File: src/rtl/riscv_pipe_pkg.sv
// Shared pipeline-control types for the five-stage core:
// operand forward selects and hazard sequencer FSM states.
package riscv_pipe_pkg;

  localparam logic [1:0] FWD_RF = 2'b00;
  localparam logic [1:0] FWD_W  = 2'b01;
  localparam logic [1:0] FWD_M  = 2'b10;

  typedef enum logic [1:0] {
    RUN      = 2'd0,
    MEM_WAIT = 2'd1,
    TIMEOUT  = 2'd2
  } hc_state_e;

endpackage

File: src/rtl/forward_unit.sv
// Single-operand Execute forward select.
// Memory-stage result wins over Writeback.
module forward_unit
  import riscv_pipe_pkg::*;
(
  input  logic [4:0] rs_e,
  input  logic [4:0] rd_m,
  input  logic [4:0] rd_w,
  input  logic       reg_write_m,
  input  logic       reg_write_w,
  output logic [1:0] fwd
);

  always_comb begin
    fwd = FWD_RF;
    if (reg_write_m && rd_m != 5'd0 && rd_m == rs_e)
      fwd = FWD_M;
    else if (reg_write_w && rd_w != 5'd0 && rd_w == rs_e)
      fwd = FWD_W;
  end

endmodule

File: src/rtl/hazard_controller.sv
// Pipeline stall/flush/forward sequencer with memory-wait FSM.
// Define HAZARD_PERF_CNT_EN to build the stall/flush counters.
module hazard_controller
  import riscv_pipe_pkg::*;
#(
  parameter int MAX_WAIT = 16,
  parameter int CNT_W    = 32
) (
  input  logic             CLK,
  input  logic             Rst,
  input  logic [4:0]       Rs1D,
  input  logic [4:0]       Rs2D,
  input  logic [4:0]       Rs1E,
  input  logic [4:0]       Rs2E,
  input  logic [4:0]       RdE,
  input  logic [4:0]       RdM,
  input  logic [4:0]       RdW,
  input  logic             LoadE,
  input  logic             RegWriteM,
  input  logic             RegWriteW,
  input  logic             PCSrcE,
  input  logic             MemReqM,
  input  logic             MemReadyM,
  output logic             StallF,
  output logic             StallD,
  output logic             StallE,
  output logic             StallM,
  output logic             FlushD,
  output logic             FlushE,
  output logic             FlushW,
  output logic [1:0]       ForwardAE,
  output logic [1:0]       ForwardBE,
  output logic             MemTimeout,
  output logic [CNT_W-1:0] StallCnt,
  output logic [CNT_W-1:0] FlushCnt
);

  localparam logic [7:0] WAIT_MAX = 8'(MAX_WAIT);

  hc_state_e  state_q, state_d;
  logic [7:0] wait_cnt_q, wait_cnt_d;
  logic       pend_q, pend_d;
  logic [1:0] fwd_a, fwd_b;
  logic       mem_stall, tmo, load_use, ctrl;

  forward_unit u_fwd_a (
    .rs_e        (Rs1E),
    .rd_m        (RdM),
    .rd_w        (RdW),
    .reg_write_m (RegWriteM),
    .reg_write_w (RegWriteW),
    .fwd         (fwd_a)
  );

  forward_unit u_fwd_b (
    .rs_e        (Rs2E),
    .rd_m        (RdM),
    .rd_w        (RdW),
    .reg_write_m (RegWriteM),
    .reg_write_w (RegWriteW),
    .fwd         (fwd_b)
  );

  always_comb begin
    tmo = (state_q == TIMEOUT);
    mem_stall = ((state_q == RUN) && MemReqM && !MemReadyM)
             || ((state_q == MEM_WAIT) && !MemReadyM);
    load_use = LoadE && (RdE != 5'd0)
            && ((RdE == Rs1D) || (RdE == Rs2D));
    // a branch seen while Execute was frozen stays pending
    ctrl = PCSrcE || pend_q;
  end

  always_comb begin
    state_d    = state_q;
    wait_cnt_d = wait_cnt_q;
    unique case (state_q)
      RUN: begin
        if (MemReqM && !MemReadyM) begin
          state_d    = MEM_WAIT;
          wait_cnt_d = 8'd1;
        end
      end
      MEM_WAIT: begin
        if (MemReadyM) begin
          state_d    = RUN;
          wait_cnt_d = 8'd0;
        end else if (wait_cnt_q == WAIT_MAX) begin
          state_d = TIMEOUT;
        end else begin
          wait_cnt_d = wait_cnt_q + 8'd1;
        end
      end
      TIMEOUT: state_d = TIMEOUT;
      default: state_d = RUN;
    endcase
  end

  always_comb begin
    pend_d = pend_q;
    if (mem_stall && PCSrcE)
      pend_d = 1'b1;
    else if (!mem_stall && !tmo)
      pend_d = 1'b0;
  end

  always_comb begin
    StallF     = 1'b0;
    StallD     = 1'b0;
    StallE     = 1'b0;
    StallM     = 1'b0;
    FlushD     = 1'b0;
    FlushE     = 1'b0;
    FlushW     = 1'b0;
    ForwardAE  = FWD_RF;
    ForwardBE  = FWD_RF;
    MemTimeout = 1'b0;
    if (Rst) begin
      ForwardAE  = fwd_a;
      ForwardBE  = fwd_b;
      MemTimeout = tmo;
      if (mem_stall || tmo) begin
        StallF = 1'b1;
        StallD = 1'b1;
        StallE = 1'b1;
        StallM = 1'b1;
        FlushW = 1'b1;
      end else if (ctrl) begin
        FlushD = 1'b1;
        FlushE = 1'b1;
      end else if (load_use) begin
        StallF = 1'b1;
        StallD = 1'b1;
        FlushE = 1'b1;
      end
    end
  end

  always_ff @(posedge CLK or negedge Rst) begin
    if (!Rst) begin
      state_q    <= RUN;
      wait_cnt_q <= 8'd0;
      pend_q     <= 1'b0;
    end else begin
      state_q    <= state_d;
      wait_cnt_q <= wait_cnt_d;
      pend_q     <= pend_d;
    end
  end

`ifdef HAZARD_PERF_CNT_EN
  logic [CNT_W-1:0] stall_cnt_q, stall_cnt_d;
  logic [CNT_W-1:0] flush_cnt_q, flush_cnt_d;

  always_comb begin
    stall_cnt_d = stall_cnt_q + CNT_W'(StallF);
    flush_cnt_d = flush_cnt_q + CNT_W'(FlushE);
  end

  always_ff @(posedge CLK or negedge Rst) begin
    if (!Rst) begin
      stall_cnt_q <= '0;
      flush_cnt_q <= '0;
    end else begin
      stall_cnt_q <= stall_cnt_d;
      flush_cnt_q <= flush_cnt_d;
    end
  end

  assign StallCnt = stall_cnt_q;
  assign FlushCnt = flush_cnt_q;
`else
  assign StallCnt = '0;
  assign FlushCnt = '0;
`endif

endmodule

File: config.mk
export PLATFORM = sky130hd
export DESIGN_NAME = hazard_controller
export DESIGN_NICKNAME = d
export VERILOG_FILES = /design/src/rtl/riscv_pipe_pkg.sv /design/src/rtl/forward_unit.sv /design/src/rtl/hazard_controller.sv
export SDC_FILE = /design/constraint.sdc
export NUM_CORES = 1
export LEC_CHECK = 0
export ABC_AREA = 1
export BUFFER_PORTS_ARGS = -buffer_cell sky130_fd_sc_hd__buf_2
export CAP_MARGIN = 0
export CORE_ASPECT_RATIO = 1.75
export CORE_MARGIN = 3
export CORE_UTILIZATION = 35
export DETAILED_ROUTE_END_ITERATION = 16
export PLACE_DENSITY = 0.71
export REMOVE_ABC_BUFFERS = 1
export SLEW_MARGIN = 40
export SYNTH_ARGS = -nofsm -noshare
export SYNTH_HDL_FRONTEND = slang
export SYNTH_SLANG_ARGS = --single-unit
File: constraint.sdc
create_clock -name CLK -period 1.9 [get_ports CLK]
set_clock_uncertainty 0.2 [all_clocks]
set_input_delay 0.19 -clock CLK [delete_from_list [all_inputs] [get_ports CLK]]
set_output_delay 0.19 -clock CLK [all_outputs]
set_load 0.01 [all_outputs]
# Word-level counts from Yosys, hierarchy flattened

Cells that the tools add are included.

Bits of input ports: 43
Word-level logic and storage cells: 74
Bits in registers: 11
Output and inout port bits: 76

Muxes and demuxes: 29
Add/sub/neg operators: 1
Reductions and logical operators: 29
Equality and inequality tests: 12

Operators with widths:

| cell                                           | count |
|---|---|
| == test 5 bit                                  | 6 |
| 2-to-1 mux 8 bit                               | 3 |
| 2-to-1 mux 1 bit                               | 17 |
| one-hot mux 8 bit (2 select lines)             | 1 |
| nonzero test 5 bit                             | 3 |
| logical AND 1 bit                              | 14 |
| 2-to-1 mux 2 bit                               | 7 |
| adder 8 x 1 -> 8 bit (second input constant)   | 1 |
| == test 8 x 5 -> 1 bit (second input constant) | 1 |
| one-hot mux 2 bit (3 select lines)             | 1 |
| logical OR 1 bit                               | 4 |
| nonzero test 2 bit                             | 2 |
| logical NOT 1 bit                              | 3 |
| != test 3 x 2 -> 1 bit (second input constant) | 1 |
| != test 3 bit (second input constant)          | 1 |
| AND reduction 3 bit                            | 1 |
| == test 2 x 1 -> 1 bit (second input constant) | 1 |
| == test 2 bit (second input constant)          | 1 |
| logical NOT 2 bit                              | 1 |
| != test 2 x 1 -> 1 bit (second input constant) | 1 |
| AND reduction 2 bit                            | 1 |

# Longest topological paths before layout

Word-level depth: 8
Depth in mapped cells: 9
Gate-level depth less buffers: 8

# By module

From an unflattened synthesis, not the netlist that was laid out.

Cells, all modules: 322
Area, all modules: 1,941.9 um2

By module, submodules not included:

| module            | cells each | area each (um2) | seq. area each (um2) | instances |
|---|---|---|---|---|
| hazard_controller | 222        | 1,514.0         | 275.3                | 1 |
| forward_unit      | 50         | 214.0           | 0.0                  | 2 |

# Least setup slack after synthesis

No wires, ideal clock.

Kind: register to output
Start point: reg state_q[1]
End point: out StallF
Required time: 1,510 ps
Path buffers: 1
Data arrival time: 1,296 ps
Stages on the path, launching flop included: 9
Setup slack: 214 ps
Path through: dfrtp_1 -> inv_1 -> nand2_1 -> nor3_1 -> nor2_1 -> inv_1 -> nand2_1 -> o21ai_0 -> buf_4

Word-level cells in the longest chain between the ends: 7
Elaborated cells on any way between the ends: 10
Those cells by class: eq/ne (2); mux (2); reduce/logical (6)

Ends and longest elaborated chain:

| what                               | line                     | source |
|---|---|---|
| start, declared                    | hazard_controller.sv:40  | `hc_state_e state_q, state_d;` |
| start signal, assigned             | hazard_controller.sv:145 | `state_q <= state_d;` |
| logical NOT 2 bit                  | hazard_controller.sv:66  | `mem_stall = ((state_q == RUN) && MemReqM && !MemReadyM)` |
| logical AND 1 bit (2 in series)    | hazard_controller.sv:66  |  |
| logical OR 1 bit                   | hazard_controller.sv:67  | `\|\| ((state_q == MEM_WAIT) && !MemReadyM);` |
| logical OR 1 bit (*)               | hazard_controller.sv:122 | `if (mem_stall \|\| tmo) begin` |
| 2-to-1 mux 1 bit (*) (2 in series) | --                       |  |
| end, declared                      | hazard_controller.sv:24  | `output logic StallF,` |

Mark *: on every way between the ends. The rest lies on a longest branch, timed or not.

# Worst setup path after layout

Start point: reg state_q[1]
End point: out StallD

Word-level cells in the longest chain between the ends: 7
Elaborated cells on any way between the ends: 10
Those cells by class: eq/ne (2); mux (2); reduce/logical (6)

Ends and longest elaborated chain:

| what                            | line                     | source |
|---|---|---|
| logical NOT 2 bit               | hazard_controller.sv:66  |  |
| logical AND 1 bit (2 in series) | hazard_controller.sv:66  |  |
| logical OR 1 bit                | hazard_controller.sv:67  |  |
| logical OR 1 bit (*)            | hazard_controller.sv:122 |  |
| 2-to-1 mux 1 bit (*)            | hazard_controller.sv:122 |  |
| 2-to-1 mux 1 bit (*)            | hazard_controller.sv:118 | `if (Rst) begin` |
| end, declared                   | hazard_controller.sv:25  | `output logic StallD,` |

Marks and branches as above.

==> results.cfg <==
[route]
drt-pass1-iter-count = 4
totalWireLength_mm = 3.88
drtAntennaViolNets = 0
via_per_inst = 4.34
drt_iter0_drc = 58
drc = 0
wl_per_cell_um = 10.3
vias = 1641

[power_and_ir_drop]
clkPwrFrac_pct = 19.9
power_density_nw_per_um2 = 640
p_comb_share_pct = 54.5
switching_power_mw = 0.576
p_seq_share_pct = 25.6
p_int_mw = 0.669
ir_drop_uv = 644
p_sw_share_pct = 46.3
leakage_nw = 1.16

[yosys]
ys.flop_type = dfrtp_1
yosysMostFrequentCell = buf_4
netlist_top_cells_area = buf_4, dfrtp_1, nand2_1
yosysWarnings = 0
synth_area_um2 = 1800
netlist.area_leader.share_pct = 27.9
synth-edff-count = 0
synth_area_leader_cell = buf_4
ys_async_sr_fraction_pct = 100
yosys_register_bits = 11
synth-seq-area-share_pct = 15.3
synth_cell_types = 30
postSynthAreaPerCell_um2 = 6.69
syn_inst = 269
ys_top_cells_by_count = buf_4, nand2_1, inv_1, nor2_1, xor2_1

[worst_setup_path]
r2r_end = wait_cnt_q[3]
worstPathCellList = inv_2, nand2_2, nor3_2, nor2_2, inv_2, nand2_2, o21ai_2, buf_2
cp.arrival_ns = 1.43
r2r_start = wait_cnt_q[0]
cp-end-kind = output port
r2r_slack_ns = 0.26
critPathKind = flip-flop to output port
critPathLaunchType = flip-flop
critPathSlowestCell = dfrtp_1
cp.required_ns = 1.51
critPathMaxFanout = 3
reg2reg_depth = 8
slowest_delay_ns = 0.42

[floorplan]
row_count = 33
die_h_um = 101
die_w_um = 60.2
coreArea_um2 = 4830
ios = 119
start_util_pct = 37.3
dieArea_um2 = 6070

[place]
portBuffers = 54
dp_slack_ns = 0.220
dp_hpwl_mm = 3.25
place_congestion = 0.793
dp_cells = 371

[layout]
multi_input_comb_area_um2 = 1120
final_util_pct = 40.3
nets = 372
area.sequential_um2 = 275
fin_cells = 378
fillCellCount = 495
drive_gt1_share_pct = 28.2
synthToLayoutAreaGrowth_pct = 8.06
antennaDiodeCount = 0

[sta]
hold_viol_final = 0
maxSlewViolCount = 0
tns_ns = 0
fmax_ghz = 0.550
setup_viol = 0
post-route-period-util_pct = 95.8
holdWs_ns = 0.0673
finalCriticalPeriod_ns = 1.82
fin_ws_ns = 0.0806

[min_path]
holdPathEnd = state_q[0]
hold_path_class = input port to flip-flop
hp-start = MemReadyM
holdPathStages = 4

[clock_tree]
cts_root_buffer = clkbuf_8
clkTransAtPathRegs_ns = 0.05
cts_buffer_depth = 2
htree_levels = 1
cts_sinks = 11
cts_made_buffers = 3
clk_latency_ns = 0.25
cts_tree = built

[grt]
grt_pass1_vias = 1405
grt_use_total_pct = 12.1
grt-busiest-layer = met2
grt_max_degree = 13
grt_pass1_wl_mm = 5.67
antenna_found_initial = 0
globalRouteMet2Util_pct = 23.0
grtUsageMet3_pct = 0.769
grtUsageMet1_pct = 11.9
gr-total-overflow = 0

[run_status]
run_status = complete, no violations

[job]
maxCapViolCount = 0
## through the flow
step	total power, mW	instance area (µm²)
floorplan	0.763	1510
global placement	0.946	1860
detailed placement	0.953	1860
CTS	1.21	1930
global route	1.35	1950
finish	1.24	1950
## critical path: cells and delay by family, from the launching register on
kind                   cells  cell delay (ns)
flip-flops                 1             0.42
AND/OR/NAND/NOR            4             0.41
buffers and inverters      3             0.28
AO/OA/AOI/OAI              1             0.06
## cells in the final DEF (no fill, tap or decap), drive strengths merged
cell type	synthesis	routed
clkbuf	0	4
xnor2	6	6
dfrtp	11	11
nand3	15	15
nand3b	1	1
a22oi	1	1
or2	2	2
conb	1	64
a21boi	1	1
nand2	56	56
nand4	4	4
dlygate4sd3	0	2
nor2	22	22
o21ai	15	15
nor2b	2	2
ha	2	2
nor3	6	6
xor2	15	15
o21bai	1	1
buf	68	56
a21oi	4	4
inv	36	36
## metal layers
metal	routed length (µm)	part of all wire, %
met1	1270	33
met3	502	13
met5	0	0
met4	130	3.3
met2	1980	51
## kinds of logic (layout without fill, tap and decap cells)
logic type	count (synthesis)	after routing	synth area share [%]
adders and majority gates	2	2	1.39
buffers and inverters	104	98	36.6
DFF	11	11	15.3
other	1	64	0.208
xor gates and xnor gates	21	21	10.2
AOI/OAI and AO/OA	22	22	7.99
and+or+nand+nor	108	108	28.4
## what timing repair did
item | in CTS | in global routing
setup endpoints to repair | 2 | 7
endpoints found under the hold margin | 12 | 0
pin swaps | 0 | 2
gates resized for setup | 1 | 8
setup buffers | 0 | 1
cloned | 0 | 0
hold buffers | 2 | 0
## power groups by stage
stage	Sequential, mW	Combinational (mW)	Clock [mW]
4_1_cts	0.317	0.644	0.249
6_report	0.318	0.679	0.248
3_3_place_gp	0.317	0.629	0
3_5_place_dp	0.320	0.633	0
2_1_floorplan	0.313	0.451	0
5_1_grt	0.325	0.769	0.259
## flip-flops by register name, summed over array words and instances (netlist names)
name	count
pend_q	1
state_q	2
wait_cnt_q	8
## worst max-delay path by stage
stage                     from     end  slack (ns)  cells after the start
finish              state_q[1]  StallD        0.08                      8
global route        state_q[1]  StallD       -0.02                      8
CTS                 state_q[1]  StallD       0.008                      8
detailed placement  state_q[1]  StallD        0.22                      8
global placement    state_q[1]  StallF        0.26                      8
floorplan           state_q[1]  StallD        0.34                      7
## cell type report
class | count | area share [%]
Timing Repair Buffer | 58 | 15.7
Multi-Input combinational cell | 217 | 57.6
Sequential cell | 11 | 14.1
Inverter | 36 | 6.95
Tap cell | 52 | 3.34
Clock buffer | 4 | 2.32
(Power assumes the default switching activity.)
